### src/rtl/piso_serial_tx.sv
// piso_serial_tx: MSB-first parallel-to-serial transmitter with a valid/ready word input.
// Define PISO_PARITY_EN to append an even-parity bit after the LSB of every frame.
module piso_serial_tx #(
    parameter int   WIDTH      = 8,
    parameter logic IDLE_LEVEL = 1'b1
) (
    input  logic             clk,
    input  logic             rst,
    input  logic [WIDTH-1:0] din,
    input  logic             din_valid,
    output logic             din_ready,
    output logic             sout,
    output logic             sout_valid,
    output logic             frame_start,
    output logic             busy
);
    localparam int CW = $clog2(WIDTH);
`ifdef PISO_PARITY_EN
    typedef enum logic [1:0] {IDLE, SHIFT, PARITY} state_t;
`else
    typedef enum logic {IDLE, SHIFT} state_t;
`endif
    // Declaration initialisers give the idle line level from power-up, before any reset.
    state_t           state   = IDLE;
    logic [WIDTH-2:0] sreg    = '0;
    logic [CW-1:0]    cnt     = '0;
    logic             sout_q  = IDLE_LEVEL;
    logic             valid_q = 1'b0;
    logic             fs_q    = 1'b0;
    logic             last;
    logic             accept;
`ifdef PISO_PARITY_EN
    logic             par_q   = 1'b0;
    assign last = state == PARITY;
`else
    assign last = state == SHIFT && cnt == '0;
`endif
    assign din_ready   = !rst && (state == IDLE || last);
    assign accept      = din_valid && din_ready;
    assign sout        = sout_q;
    assign sout_valid  = valid_q;
    assign frame_start = fs_q;
    assign busy        = valid_q;
    // sreg holds only the bits still to be sent; the current bit lives in sout_q.
    always_ff @(posedge clk) begin
        if (rst) begin
            state   <= IDLE;
            sreg    <= '0;
            cnt     <= '0;
            sout_q  <= IDLE_LEVEL;
            valid_q <= 1'b0;
            fs_q    <= 1'b0;
`ifdef PISO_PARITY_EN
            par_q   <= 1'b0;
`endif
        end else if (accept) begin
            state   <= SHIFT;
            sreg    <= din[WIDTH-2:0];
            cnt     <= CW'(WIDTH - 1);
            sout_q  <= din[WIDTH-1];
            valid_q <= 1'b1;
            fs_q    <= 1'b1;
`ifdef PISO_PARITY_EN
            par_q   <= ^din;
`endif
        end else if (state == SHIFT && cnt != '0) begin
            sreg   <= sreg << 1;
            cnt    <= cnt - CW'(1);
            sout_q <= sreg[WIDTH-2];
            fs_q   <= 1'b0;
`ifdef PISO_PARITY_EN
        end else if (state == SHIFT) begin
            state  <= PARITY;
            sout_q <= par_q;
            fs_q   <= 1'b0;
`endif
        end else begin
            state   <= IDLE;
            sout_q  <= IDLE_LEVEL;
            valid_q <= 1'b0;
            fs_q    <= 1'b0;
        end
    end
endmodule

### config.mk
export PLATFORM = sky130hd
export DESIGN_NAME = piso_serial_tx
export DESIGN_NICKNAME = d
export VERILOG_FILES = /design/src/rtl/piso_serial_tx.sv
export SDC_FILE = /design/constraint.sdc
export NUM_CORES = 1
export LEC_CHECK = 0
export ABC_CLOCK_PERIOD_IN_PS = 2100
export CELL_PAD_IN_SITES_DETAIL_PLACEMENT = 0
export CELL_PAD_IN_SITES_GLOBAL_PLACEMENT = 1
export CORE_MARGIN = 4
export CORE_UTILIZATION = 42
export DETAILED_ROUTE_END_ITERATION = 12
export DONT_BUFFER_PORTS = 1
export PLACE_DENSITY_LB_ADDON = 0.1
export SLEW_MARGIN = 20
export SYNTH_ARGS = -nofsm -noshare
export SYNTH_HDL_FRONTEND = slang
export SYNTH_SLANG_ARGS = --single-unit
### constraint.sdc
create_clock -name clk -period 2.1 [get_ports clk]
set_clock_uncertainty 0.1 [all_clocks]
set_input_delay 0.42 -clock clk [delete_from_list [all_inputs] [get_ports clk]]
set_output_delay 0.42 -clock clk [all_outputs]
set_load 0.01 [all_outputs]
==> impl_metrics.sql <==
INSERT INTO impl_metrics (metric_group, metric, value, unit) VALUES
('hold_path', 'hold_path.class', 'input pin to flop', ''),
('clock_network', 'tritoncts_clock_tree', 'done', ''),
('power', 'power.share.combinational', '0.135', ''),
('placed_design', 'area_post_placement', '552', 'µm²'),
('timing', 'count_of_endpoints_failing_setup_in_the_final_report', '0', ''),
('worst_setup_path', 'worstPathCellList', 'inv_1, ha_1, ha_1, nor2b_1, nor2_1', ''),
('timing', 'hold_viol', '0', ''),
('global_route', 'maximum_number_of_pins_on_one_net_before_global_route_repair', '14', ''),
('global_route', 'grt_pass1_wl', '1630', 'µm'),
('outcome', 'run_status', 'complete, no violations', ''),
('routing', 'ant_nets', '0', ''),
('worst_setup_path', 'startpoint_type', 'flop', ''),
('layout', 'n_fill_cell', '116', ''),
('power', 'seq_power_share', '0.566', ''),
('placed_design', 'gp_routability_congestion', '0.628', ''),
('layout', 'post_layout_nonfiller_instances', '72', ''),
('timing', 'report.final.slew_viol_count', '0', ''),
('floorplan', 'dieWidth', '44.5', 'µm'),
('routing', 'post-route-drc-count', '0', ''),
('power', 'cellLeakagePower', '0.250', 'nW'),
('synthesis', 'ys_seq_elements', '13', ''),
('worst_setup_path', 'worstSetupStartpoint', 'cnt[0]', ''),
('routing', 'drt_pre_antenna_iters', '4', ''),
('synthesis', 'synth.top_cell.area_share', '0.465', ''),
('global_route', 'first_global_vias', '380', ''),
('layout', 'design_area', '578', 'µm²'),
('placed_design', 'post-dp-hpwl', '741', 'µm'),
('placed_design', 'numPortBuffers', '0', ''),
('layout', 'insertedDiodeCount', '0', ''),
('synthesis', 'post_synth_instance_area', '559', 'µm²'),
('routing', 'detail_route.wirelength', '1010', 'µm'),
('timing', 'slew-limit-headroom', '0.695', ''),
('routing', 'drt_iter0_drc', '7', ''),
('timing', 'max_freq', '541', 'MHz'),
('synthesis', 'syn_area_per_cell', '9.64', 'µm²'),
('global_route', 'global_route.overflow_total', '0', ''),
('clock_network', 'clkLatencyLatePin', '270', 'ps'),
('timing', 'fin_crit_sh', '0.880', ''),
('power', 'p_per_area', '881', 'nW/µm²'),
('layout', 'finish.net_count', '72', ''),
('floorplan', 'floorplan.io_pins', '16', ''),
('synthesis', 'post-synth-top-area-cell', 'dfxtp_1', ''),
('worst_setup_path', 'cp_buf_inv_count', '1', ''),
('worst_setup_path', 'critical_path.max_stage_delay', '360', 'ps'),
('clock_network', 'root_buffer', 'clkbuf_4', ''),
('power', 'netSwitchingFraction', '0.256', ''),
('clock_network', 'cts_resized', '0', ''),
('routing', 'routed_via_density', '5.54', ''),
('layout', 'layout.cells.most_common', 'dfxtp_1', ''),
('timing', 'grt_setup_unrepaired', 'no', ''),
('worst_setup_path', 'crit_path_end_kind', 'primary output', ''),
('timing', 'timing.final.crit_period', '1850', 'ps'),
('timing', 'layout_setup_ws', '251', 'ps'),
('global_route', 'antenna_violations_before_repair', '0', ''),
('synthesis', 'netlist-cell-type-count', '16', ''),
('floorplan', 'rows', '12', ''),
('timing', 'final_layout_setup_total_negative_slack', '0', 'ps'),
('synthesis', 'yosysSeqAreaShare', '0.465', ''),
('layout', 'final_cell_mix', 'dfxtp_1 (13), nor2_1 (10), a211oi_1 (9)', ''),
('power', 'irDropWorstVdd', '0.320', 'mV'),
('floorplan', 'full_die_area', '1980', 'µm²'),
('routing', 'wl_per_cell', '14.1', 'µm'),
('hold_path', 'min_from', 'rst', ''),
('layout', 'fraction_of_final_layout_cells_sized_beyond_drive_strength_1', '0.0862', ''),
('worst_setup_path', 'r2r-start', 'cnt[0]', ''),
('synthesis', 'post_synth_main_area_contributors', 'dfxtp_1 (47%), mux2i_1 (13%), a211oi_1 (12%)', ''),
('routing', 'via_count', '399', ''),
('layout', 'ff_latch_area', '260', 'µm²'),
('worst_setup_path', 'critical_path.most_common_cell', 'ha_1', ''),
('worst_setup_path', 'worst_path_dominant_cell_family', 'adder cells', ''),
('power', 'intPower', '0.000379', 'W');
## power by group through the flow
stage / sequential [W] / combinational (W) / clock (W)
after floorplan: 0.000289 / 0.0000675 / 0
after global placement: 0.000293 / 0.0000645 / 0
after detailed placement: 0.000294 / 0.0000696 / 0
after CTS: 0.000288 / 0.0000701 / 0.000157
after global routing: 0.000292 / 0.0000784 / 0.000166
final: 0.000288 / 0.0000690 / 0.000152
## registers in the layout (all words and copies together) (netlist names)
name         cells
frame_start      1
sreg             7
sout             1
busy             1
cnt              3
## per-stage QoR
step	utilization	total power [W]	hold WS [ps]
final	0.487	0.000509	110
after global routing	0.487	0.000537	97.8
after CTS	0.487	0.000515	101
after detailed placement	0.465	0.000363	365
after global placement	0.465	0.000358	344
after floorplan	-	0.000357	343
## worst register-to-register path, stage by stage (launching register included)
cell	delay, ps
dfxtp_1	360
inv_1	50
ha_1	210
ha_1	200
nand2b_1	350
nor2_1	180
o21bai_1	100
## cells by family after synthesis
kind of cell / share of synthesized area
buffers and inverters: 0.0783
flip-flops: 0.465
adder cells (fa/ha/maj): 0.0447
AO/OA/AOI/OAI: 0.134
AND/OR/NAND/NOR: 0.152
multiplexers: 0.125
## worst paths after layout
| check | slack, ps | endpoint | depth (start not counted) |
|---|---|---|---|
| setup / recovery | 250 | din_ready | 5 |
| hold / removal | 110 | busy | 1 |
| setup reg to reg | 460 | sout | 6 |
| hold reg to reg | 380 | cnt[0] | 1 |
## synth_stat cells
cell type	instances
nor3_1	4
buf_6	1
dfxtp_1	13
nand2b_1	1
inv_1	3
nor3b_1	1
buf_1	1
a211oi_1	9
buf_4	1
buf_2	2
nor2_1	10
mux2i_1	7
o21bai_1	1
and2_2	1
nor2b_1	1
ha_1	2
## layer usage
layer,vias to the layer above,wire (µm),part of all wire,GRT usage
li1,203,-,-,-
met1,177,434,0.43,0.126
met2,17,500,0.49,0.178
met3,2,75,0.074,0.0447
met4,0,1,0.00099,0.0542
met5,-,0,0,0
## final cells by class
type,instances,area share
Sequential cell,13,0.450
Multi-Input combinational cell,37,0.442
Clock buffer,4,0.0455
Tap cell,14,0.0303
Inverter,3,0.0195
Timing Repair Buffer,1,0.0130
Note: power is estimated with default switching activity, not from simulation.
